<file path="src/rtl/fan_cmd_scheduler.sv">
// fan_cmd_scheduler
//   Upstream stage of packet_generator. Buffers fan command requests in a
//   small FIFO and plays each command out as REPEATS back-to-back packets.
//   packet_generator reports no completion, so the packet length and the
//   inter-packet gap are timed here with a down-counter.
//
// Ports
//   ref_clk      clock, rising edge
//   reset        synchronous, active-high
//   req_valid    request present
//   req_cmd      requested command code (0..4 valid)
//   req_ready    FIFO not full
//   cmd          command to packet_generator, held for the packet+gap window
//   start        one-clock pulse launching a packet
//   busy         high whenever the sequencer is not idle
//   queue_count  FIFO occupancy
//   drop_err     one-clock pulse after an accepted code 5..7 was discarded
//   state_dbg    current sequencer state, for observation only
//
// Handshake: a request transfers on a rising edge where req_valid and
// req_ready are both high. req_ready depends only on the registered
// occupancy, never on req_valid, so a full FIFO that pops this cycle still
// refuses the request; it is accepted on the following edge.
module fan_cmd_scheduler #(
    parameter int PACKET_CYCLES = 85917,
    parameter int GAP_CYCLES    = 22030,
    parameter int REPEATS       = 4,
    parameter int DEPTH_LOG2    = 2,
    parameter int TIMER_WIDTH   = 17
) (
    input  logic                  ref_clk,
    input  logic                  reset,
    input  logic                  req_valid,
    input  logic [2:0]            req_cmd,
    output logic                  req_ready,
    output logic [2:0]            cmd,
    output logic                  start,
    output logic                  busy,
    output logic [DEPTH_LOG2:0]   queue_count,
    output logic                  drop_err,
    output logic [1:0]            state_dbg
);

    localparam int DEPTH = 1 << DEPTH_LOG2;
    localparam int REP_W = $clog2(REPEATS + 1);

    localparam logic [DEPTH_LOG2:0]  CNT_FULL = (DEPTH_LOG2 + 1)'(DEPTH);
    localparam logic [DEPTH_LOG2:0]  CNT_ONE  = (DEPTH_LOG2 + 1)'(1);
    localparam logic [DEPTH_LOG2-1:0] PTR_ONE = DEPTH_LOG2'(1);
    localparam logic [TIMER_WIDTH-1:0] PKT_LOAD = TIMER_WIDTH'(PACKET_CYCLES - 1);
    localparam logic [TIMER_WIDTH-1:0] GAP_LOAD = TIMER_WIDTH'(GAP_CYCLES - 1);
    localparam logic [TIMER_WIDTH-1:0] TMR_ONE  = TIMER_WIDTH'(1);
    localparam logic [REP_W-1:0]       REP_LOAD = REP_W'(REPEATS - 1);
    localparam logic [REP_W-1:0]       REP_ONE  = REP_W'(1);

    typedef enum logic [1:0] {
        IDLE   = 2'd0,
        SEND   = 2'd1,
        PACKET = 2'd2,
        GAP    = 2'd3
    } state_t;

    state_t                 state_q, state_d;
    logic [TIMER_WIDTH-1:0] timer_q, timer_d;
    logic [REP_W-1:0]       rep_left_q, rep_left_d;
    logic [2:0]             cmd_q, cmd_d;
    logic                   start_q, start_d;
    logic                   busy_q, busy_d;
    logic                   drop_err_q, drop_err_d;
    logic [2:0]             mem_q [DEPTH];
    logic [2:0]             mem_d [DEPTH];
    logic [DEPTH_LOG2-1:0]  wr_ptr_q, wr_ptr_d;
    logic [DEPTH_LOG2-1:0]  rd_ptr_q, rd_ptr_d;
    logic [DEPTH_LOG2:0]    count_q, count_d;

    logic accept;
    logic push;
    logic pop;

    assign req_ready   = (count_q != CNT_FULL);
    assign cmd         = cmd_q;
    assign start       = start_q;
    assign busy        = busy_q;
    assign queue_count = count_q;
    assign drop_err    = drop_err_q;
    assign state_dbg   = state_q;

    always_comb begin
        state_d    = state_q;
        timer_d    = timer_q;
        rep_left_d = rep_left_q;
        cmd_d      = cmd_q;
        mem_d      = mem_q;
        wr_ptr_d   = wr_ptr_q;
        rd_ptr_d   = rd_ptr_q;
        count_d    = count_q;
        pop        = 1'b0;

        accept     = req_valid && req_ready;
        push       = accept && (req_cmd <= 3'd4);
        drop_err_d = accept && (req_cmd > 3'd4);

        case (state_q)
            IDLE: begin
                if (count_q != '0) begin
                    pop        = 1'b1;
                    cmd_d      = mem_q[rd_ptr_q];
                    rep_left_d = REP_LOAD;
                    state_d    = SEND;
                end
            end
            SEND: begin
                timer_d = PKT_LOAD;
                state_d = PACKET;
            end
            PACKET: begin
                if (timer_q == '0) begin
                    timer_d = GAP_LOAD;
                    state_d = GAP;
                end else begin
                    timer_d = timer_q - TMR_ONE;
                end
            end
            GAP: begin
                if (timer_q != '0) begin
                    timer_d = timer_q - TMR_ONE;
                end else if (rep_left_q != '0) begin
                    // Another repeat of the same command; cmd stays put.
                    rep_left_d = rep_left_q - REP_ONE;
                    state_d    = SEND;
                end else if (count_q != '0) begin
                    pop        = 1'b1;
                    cmd_d      = mem_q[rd_ptr_q];
                    rep_left_d = REP_LOAD;
                    state_d    = SEND;
                end else begin
                    state_d = IDLE;
                end
            end
            default: state_d = IDLE;
        endcase

        if (push) begin
            mem_d[wr_ptr_q] = req_cmd;
            wr_ptr_d        = wr_ptr_q + PTR_ONE;
        end
        if (pop) begin
            rd_ptr_d = rd_ptr_q + PTR_ONE;
        end
        case ({push, pop})
            2'b10:   count_d = count_q + CNT_ONE;
            2'b01:   count_d = count_q - CNT_ONE;
            default: count_d = count_q;
        endcase

        // SEND is entered only from IDLE or GAP, so this is a one-cycle pulse.
        start_d = (state_d == SEND);
        busy_d  = (state_d != IDLE);
    end

    always_ff @(posedge ref_clk) begin
        if (reset) begin
            state_q    <= IDLE;
            timer_q    <= '0;
            rep_left_q <= '0;
            cmd_q      <= '0;
            start_q    <= 1'b0;
            busy_q     <= 1'b0;
            drop_err_q <= 1'b0;
            mem_q      <= '{default: '0};
            wr_ptr_q   <= '0;
            rd_ptr_q   <= '0;
            count_q    <= '0;
        end else begin
            state_q    <= state_d;
            timer_q    <= timer_d;
            rep_left_q <= rep_left_d;
            cmd_q      <= cmd_d;
            start_q    <= start_d;
            busy_q     <= busy_d;
            drop_err_q <= drop_err_d;
            mem_q      <= mem_d;
            wr_ptr_q   <= wr_ptr_d;
            rd_ptr_q   <= rd_ptr_d;
            count_q    <= count_d;
        end
    end

endmodule

</file>
<file path="config.mk">
export PLATFORM = sky130hd
export DESIGN_NAME = fan_cmd_scheduler
export DESIGN_NICKNAME = d
export VERILOG_FILES = /design/src/rtl/fan_cmd_scheduler.sv
export SDC_FILE = /design/constraint.sdc
export NUM_CORES = 1
export LEC_CHECK = 0
export CAP_MARGIN = 0
export CORE_ASPECT_RATIO = 1.4
export CORE_MARGIN = 4
export CORE_UTILIZATION = 53
export DETAILED_ROUTE_END_ITERATION = 6
export PLACE_DENSITY = 0.83
export SYNTH_ARGS = -nofsm -noshare
export SYNTH_HDL_FRONTEND = slang
export SYNTH_SLANG_ARGS = --single-unit
</file>
<file path="constraint.sdc">
create_clock -name ref_clk -period 2.96 [get_ports ref_clk]
set_input_delay 0.296 -clock ref_clk [delete_from_list [all_inputs] [get_ports ref_clk]]
set_output_delay 0.296 -clock ref_clk [all_outputs]
set_load 0.01 [all_outputs]
</file>
==> results of run 1 <==
## synth_stat cells (all sizes together) (3+ instances only)
library cell,instances
a2111oi,3
or3,5
nor3,12
dfxtp,47
a211oi,3
a311oi,6
nand3,16
mux4,3
clkbuf,10
o311ai,3
inv,16
a21oi,27
or4b,3
o21a,4
ha,11
nand4,4
mux2i,3
and3,3
o21ai,16
nor4,7
nand2,34
nor2,22
nand2b,5
or2,3
## worst paths after layout
kind | depth (start not counted) | from | slack, ps | end
hold reg to reg | 2 | mem_q[1] | 460 | mem_q[1]
hold / removal | 2 | mem_q[1] | 460 | mem_q[1]
setup reg to reg | 12 | timer_q[0] | 210 | queue_count[2]
setup / recovery | 12 | timer_q[0] | 210 | queue_count[2]
## power by group
group / internal [W] / leakage (nW) / switching (W) / total (W)
Combinational: 0.000788 / 0.626 / 0.00118 / 0.00197
Sequential: 0.000806 / 0.384 / 0.000203 / 0.00101
Clock: 0.000191 / 0.0474 / 0.000221 / 0.000411
## kinds of logic after synthesis
kind of cell,Yosys count,share of synthesized area [%]
multiplexers,6,3.76
XOR/XNOR,4,1.35
AO/OA/AOI/OAI,80,21.4
flip-flops,47,36.3
AND/OR/NAND/NOR,123,26.0
buffers and inverters,28,5.16
adder cells (fa/ha/maj),12,6.08
## registers in the layout (all words and copies together) (netlist names)
signal	cells
timer_q	17
mem_q	12
cmd	3
queue_count	3
rep_left_q	3
rd_ptr_q	2
state_dbg	2
wr_ptr_q	2
busy	1
drop_err	1
start	1
## worst reg2reg max path: cells and delay by family (launching register included)
kind	cells	cell delay, ps
compound gates	2	300
xor+xnor	1	160
buf+inv	2	160
simple gates	4	970
flops	1	330
fa+ha+maj	3	770
## cell type report
class                   instances  share of cell area (%)
repair buffers                 27                    8.31
clock inverters                 2                   0.551
inverters                      17                    2.16
clock buffers                   6                    2.80
well taps                      62                    2.63
flip-flops and latches         47                    31.9
multi-input cells             225                    51.7
## metrics by stage
stage | utilization, % | setup slack (ps) | instances
after floorplan | - | 119 | 300
after global routing | 63.5 | 65.7 | 386
after CTS | 63.4 | 163 | 386
after global placement | 61.3 | 287 | 378
after detailed placement | 61.3 | 177 | 378
final | 63.5 | 206 | 386
## routing by layer
layer | share of wire (%) | track usage [%]
met1 | 37 | 24.2
met2 | 55 | 39.6
met3 | 4.5 | 3.61
met4 | 3.4 | 11.8
met5 | 0 | 0
==> results_dict.tcl, run 1 <==
set metrics [dict create \
    leakage_nw 1.06 \
    synth_area_sq_um 2590 \
    initial_core_util_pct 55.8 \
    drive_above_1_share_pct 13.9 \
    syn_nets 318 \
    root_buffer "clkbuf_8" \
    die_y_microns 90.8 \
    max_freq_mhz 363 \
    grt_pass1_wl_microns 10700 \
    worst_pin_slew_ps 707 \
    drc_errors 0 \
    finalNetCount 341 \
    path_class "reg2reg" \
    synth_top_area_cell "dfxtp_1" \
    rsz0062_at_grt "no" \
    placed_area_sq_um 2850 \
    via_count 2388 \
    diodes 0 \
    synth_edf_count 0 \
    grt_max_degree 19 \
    relSlewSlack_pct 52.5 \
    first_pass_iters 4 \
    clkTransAtPathRegs_ps 90 \
    final.setup.tns_ps 0 \
    yosysSeqAreaShare_pct 36.3 \
    fin_skew_ps 7.94 \
    num_rows 29 \
    syn_to_final_growth_pct 13.7 \
    layout_common_cells "47 x dfxtp_1, 34 x nand2_1, 26 x a21oi_1" \
    synth_area_leaders "dfxtp_1 36%, ha_1 5.3%, a21oi_1 5.0%, nand2_1 4.9%, nand3_1 3.1%" \
    n_fill_cell 419 \
    async_flop_share_pct 0 \
    die_area_sq_um 6090 \
    hpwl_microns 4680 \
    tritoncts "built" \
    powerDensity_nw_per_um2 1150 \
    cts-htree-levels 2 \
    final_area_sq_um 2950 \
    period_share_pct 93.0 \
    max_cap_viol_count 0 \
    clk_path_buf_depth 2 \
    multiInputGateArea_sq_um 1520 \
    coreArea_sq_um 4640 \
    cp.arrival_ps 2990 \
    slowest_stage "fa_1" \
    start_kind "register" \
    cts_made_buffers 5 \
    slew_viol_final 0 \
    fin_crit_ps 2750 \
    first_iter_violations 275 \
    power.total_w 0.00339 \
    timing.critical_path.buf_inv 2 \
    ys_ff_latch 47 \
    postCtsSetupBuffers 0 \
    antenna_found_initial 0 \
    cts_sinks 47 \
    synth_flop_cell "dfxtp_1" \
    drt-vias-per-instance 6.19 \
    cp_max_fo 4 \
    grt_usage_pct 22.3 \
    postSynthAreaPerCell_sq_um 8.65 \
    syn_inst 300 \
    synth_cell_type_count 64 \
    avgRoutedWirePerCell_microns 16.3 \
    cpLargestDelayFamily "simple AND/OR/NAND/NOR gates" \
    synth_top_cell_area_share_pct 36.3 \
    ys_warn_count 0 \
    grt-ovfl-total 0 \
    ant_nets 0 \
    io_buffers 17 \
    cts_resized 0 \
    insertion_delay_ps 300 \
    grt_pass1_vias 2400 \
    seqCellArea_sq_um 941 \
    setup-violations-final 0 \
    wirelength_microns 6280 \
    holdWs_ps 459 \
    final_common_cell "dfxtp_1" \
    io_pins 18 \
    hold_violations 0 \
    vdd_drop_max_uv 596 \
    min_path_type "reg2reg" \
    routabilityCongestion 0.952 \
    holdBufCountCts 0 \
    die_w_microns 67.1 \
    cpPeakStageDelay_ps 380 \
    critPathCaptureType "register" \
    status "complete, no violations" \
    required_ps 3200 \
    path_cells "inv_1 -> ha_1 -> nor3b_2 -> nand4b_1 -> nor3_2 -> o21a_1 -> ha_1 -> inv_1 -> fa_1 -> xor2_1 -> or3_1 -> a21oi_1" \
]
Power figures use the tool's default switching activity.
==> run 2: changes to the inputs <==
Settings changed: CAP_MARGIN 0 to 40, CORE_ASPECT_RATIO 1.4 to not set, CORE_MARGIN 4 to 5.
==> results_dict.tcl, run 2 (synthesized netlist as in run 1, its figures left out) <==
set metrics [dict create \
    clkTransAtPathRegs_ps 90 \
    io_buffers 17 \
    power.total_w 0.00341 \
    die_area_sq_um 6390 \
    max_cap_viol_count 0 \
    required_ps 3180 \
    ant_nets 0 \
    vdd_drop_max_uv 612 \
    drc_errors 0 \
    met3_usage_pct 5.76 \
    n_fill_cell 401 \
    status "complete, no violations" \
    routabilityCongestion 0.925 \
    final.setup.tns_ps 0 \
    final_common_cell "dfxtp_1" \
    layout_common_cells "47 x dfxtp_1, 34 x nand2_1, 26 x a21oi_1" \
    combPwrFrac_pct 58.0 \
    leakage_nw 1.07 \
    wirelength_microns 6160 \
    r2r_slack_ps 250 \
    relSlewSlack_pct 54.0 \
    first_iter_violations 254 \
    rsz0062_at_grt "no" \
    hold_end "mem_q[4]" \
    insertion_delay_ps 300 \
    rr_endpoint "queue_count[2]" \
    holdWs_ps 456 \
    worstHoldStart "mem_q[4]" \
    multiInputGateArea_sq_um 1540 \
    fin_util_pct 63.1 \
    grt_pass1_wl_microns 10400 \
    path_class "reg2reg" \
    clk_path_buf_depth 2 \
    grt_pass1_vias 2344 \
    drive_above_1_share_pct 14.2 \
    cts_made_buffers 5 \
    coreArea_sq_um 4720 \
    intPower_w 0.00182 \
    grt_max_degree 24 \
    die_w_microns 80.0 \
    cts-htree-levels 2 \
    period_share_pct 91.4 \
    use_met1_pct 23.9 \
    fin_crit_ps 2710 \
    switchingPower_w 0.00159 \
    critPathCaptureType "register" \
    finalNetCount 342 \
    io_pins 18 \
    fin_ws_ps 254 \
    antenna_found_initial 0 \
    num_rows 25 \
    p_sw_share_pct 46.7 \
    hold_violations 0 \
    reg.largest.list "timer_q: 17 flops, mem_q: 12 flops" \
    met2_usage_pct 35.5 \
    root_buffer "clkbuf_8" \
    slew_viol_final 0 \
    worst_pin_slew_ps 673 \
    tritoncts "built" \
    first_pass_iters 5 \
    setup-violations-final 0 \
    powerDensity_nw_per_um2 1150 \
    regMostFlops "timer_q" \
    cts_sinks 47 \
    drt-vias-per-instance 6.03 \
    cp.arrival_ps 2930 \
    diodes 0 \
    holdPathStages 2 \
    largest_reg_flops 17 \
    grt-ovfl-total 0 \
    start_kind "register" \
    fin_skew_ps 9.21 \
    max_freq_mhz 370 \
    initial_core_util_pct 54.9 \
    reg2reg_depth 12 \
    via_count 2363 \
    min_path_type "reg2reg" \
    clock_power_share_pct 12.4 \
    die_y_microns 80.0 \
    cp_max_fo 4 \
    syn_to_final_growth_pct 14.9 \
    pwr-share-seq_pct 29.6 \
    r2r-start "timer_q[0]" \
    holdBufCountCts 0 \
    place_ws_ps 81.5 \
    seqCellArea_sq_um 941 \
    hpwl_microns 4410 \
    grt_usage_pct 20.6 \
    avgRoutedWirePerCell_microns 15.7 \
    top_usage_layer "met2" \
]
[run 2: cell types whose count changed in the layout (fill, tap and decap cells not counted), sizes merged]
cell,delta
clkbuf,+2
clkinv,-1
clkinvlp,-1
buf,+1
[run 2: per-stage QoR]
stage / cell area [sq um] / cells
floorplan: 2590 / 300
global placement: 2850 / 383
detailed placement: 2850 / 383
CTS: 2950 / 391
global route: 2980 / 392
finish: 2980 / 392
[run 2: final cells by class]
class / instances / share of cell area [%]
tap: 67 / 2.81
multi-input combinational: 225 / 51.6
inverter: 17 / 2.14
timing repair buffer: 28 / 8.48
clock buffer: 8 / 3.36
sequential: 47 / 31.6
[run 2: repair_timing]
| action | 4_1_cts | 5_1_grt |
|---|---|---|
| setup buffers | 0 | 1 |
| setup endpoints to repair | 0 | 2 |
| gates resized for setup | 0 | 4 |
[run 2: power groups by stage]
stage	sequential [W]	combinational, W	clock, W
floorplan	0.000988	0.00138	0
global placement	0.00100	0.00187	0
detailed placement	0.00101	0.00191	0
CTS	0.00100	0.00192	0.000434
global route	0.00104	0.00220	0.000464
finish	0.00101	0.00198	0.000424
[run 2: critical path, stage by stage, from the launching register on]
cell	delay, ps
dfxtp_1	340
inv_1	100
ha_2	210
nor3b_4	190
nand4b_1	200
nor3_4	230
o21a_1	140
ha_1	180
inv_1	60
fa_1	370
xor2_1	150
or3_1	300
a21oi_1	150
[run 2: layer usage]
metal  part of all wire, %  up-vias  wire length, microns
li1                      -     1155                     -
met1                    43     1128                  2660
met2                    49       66                  3000
met3                   5.8       14                   357
met4                   2.2        0                   138
met5                     0        -                     0
[run 2: how the worst max path moves through the flow]
stage | start | end | slack (ps) | cells after the start
floorplan | state_dbg[1] | queue_count[2] | 120 | 12
global placement | timer_q[0] | queue_count[2] | 180 | 12
detailed placement | timer_q[0] | queue_count[2] | 80 | 12
CTS | timer_q[0] | queue_count[2] | 50 | 12
global route | timer_q[0] | queue_count[2] | 10 | 12
finish | timer_q[0] | queue_count[2] | 250 | 12
==> run 3: changes to the inputs <==
Settings changed: REMOVE_ABC_BUFFERS set to 1, SLEW_MARGIN set to 5.
==> results_dict.tcl, run 3 (synthesized netlist as in run 1, its figures left out) <==
set metrics [dict create \
    fin_skew_ps 8.55 \
    multiInputGateArea_sq_um 1540 \
    worstHoldStart "mem_q[11]" \
    placed_cells 385 \
    drc_errors 0 \
    clk_path_buf_depth 2 \
    tritoncts "built" \
    antenna_found_initial 0 \
    worst_pin_slew_ps 662 \
    grt_max_degree 19 \
    max_freq_mhz 354 \
    die_w_microns 80.0 \
    reg.largest.list "timer_q: 17 flops, mem_q: 12 flops" \
    root_buffer "clkbuf_8" \
    routabilityCongestion 0.879 \
    io_pins 18 \
    required_ps 3200 \
    ant_nets 0 \
    diodes 0 \
    avgRoutedWirePerCell_microns 15.8 \
    seqCellArea_sq_um 941 \
    holdPathStages 2 \
    wirelength_microns 6240 \
    cp_max_fo 5 \
    final_area_sq_um 3030 \
    fin_crit_ps 2820 \
    final.setup.tns_ps 0 \
    final_common_cell "dfxtp_1" \
    reg2reg_depth 12 \
    relSlewSlack_pct 55.5 \
    grt_pass1_vias 2271 \
    num_rows 25 \
    rr_endpoint "queue_count[2]" \
    largest_reg_flops 17 \
    layout_common_cells "47 x dfxtp_1, 34 x nand2_1, 26 x a21oi_1" \
    syn_to_final_growth_pct 16.7 \
    fin_cells 396 \
    cts_made_buffers 5 \
    r2r-start "timer_q[0]" \
    hold_violations 0 \
    max_cap_viol_count 0 \
    slew_viol_final 0 \
    first_iter_violations 228 \
    drive_above_1_share_pct 15.5 \
    coreArea_sq_um 4720 \
    period_share_pct 95.4 \
    path_class "reg2reg" \
    setup-violations-final 0 \
    cts-htree-levels 2 \
    finalNetCount 346 \
    die_area_sq_um 6390 \
    grt-ovfl-total 0 \
    io_buffers 17 \
    initial_core_util_pct 54.9 \
    cpPeakStageDelay_ps 380 \
    drt-vias-per-instance 6.17 \
    start_kind "register" \
    grt_usage_pct 20.5 \
    cts_sinks 47 \
    path_cells "inv_1 -> ha_2 -> nor3b_4 -> nand4b_1 -> nor3_4 -> o21a_1 -> ha_1 -> inv_1 -> fa_1 -> xor2_1 -> or3_1 -> a21oi_1" \
    cp.arrival_ps 3060 \
    grt_pass1_wl_microns 10400 \
    critPathCaptureType "register" \
    r2r_slack_ps 140 \
    power.total_w 0.00354 \
    via_count 2444 \
    status "complete, no violations" \
    n_fill_cell 381 \
    path_common_cell "inv_1" \
    regMostFlops "timer_q" \
    die_y_microns 80.0 \
    first_pass_iters 5 \
    leakage_nw 1.10 \
    min_path_type "reg2reg" \
    hold_end "mem_q[11]" \
    vdd_drop_max_uv 741 \
    insertion_delay_ps 310 \
    hpwl_microns 4500 \
    placed_area_sq_um 2870 \
    slowest_stage "fa_1" \
    powerDensity_nw_per_um2 1170 \
    clkTransAtPathRegs_ps 100 \
]
==> run 3: metrics by stage <==
stage	worst slack [ps]	utilization [%]	hold WS, ps
final	135	64.1	459
after global routing	-5.60	64.1	475
after CTS	28.7	63.3	463
after detailed placement	-67.7	60.7	450
after global placement	108	60.7	440
after floorplan	123	-	365
==> run 3: critical path: cells and delay by family (launching register included) <==
| family | cells | cell delay (ps) |
|---|---|---|
| buffers and inverters | 2 | 170 |
| AOI/OAI and AO/OA | 2 | 270 |
| adders and majority gates | 3 | 770 |
| xor gates and xnor gates | 1 | 160 |
| and+or+nand+nor | 4 | 1050 |
| DFF | 1 | 330 |
==> run 3: per-layer routing <==
| metal | part of all wire, % | GRT usage (%) |
|---|---|---|
| met4 | 2.8 | 7.94 |
| met5 | 0 | 0 |
| met1 | 41 | 25.2 |
| met3 | 6.6 | 4.18 |
| met2 | 50 | 34.9 |
==> run 3: repair_timing <==
item | in CTS | in global routing
cloned | 0 | 0
hold buffers | 0 | 0
endpoints found under the setup margin | 1 | 1
buffers inserted | 0 | 3
resized for setup | 1 | 3
pin swaps | 0 | 1
==> run 3: how the worst max path moves through the flow <==
stage | start | endpoint | slack (ps) | cells after the start
floorplan | state_dbg[1] | queue_count[2] | 120 | 11
global placement | timer_q[0] | queue_count[2] | 110 | 12
detailed placement | timer_q[0] | queue_count[2] | -70 | 12
CTS | timer_q[0] | queue_count[2] | 30 | 12
global route | timer_q[0] | queue_count[2] | -6 | 12
finish | timer_q[0] | queue_count[2] | 140 | 12
==> run 3: cell type report <==
cell class	instances	share of cell area, %
multi-input cells	225	50.8
clock buffers	5	2.27
clock inverters	3	1.57
inverters	17	2.11
flip-flops and latches	47	31.1
repair buffers	32	9.34
well taps	67	2.77
==> run 3: report_power, final <==
| group | internal (W) | switching (W) |
|---|---|---|
| registers | 0.000806 | 0.000189 |
| clock network | 0.000256 | 0.000235 |
| logic | 0.000834 | 0.00122 |
| total | 0.00190 | 0.00164 |
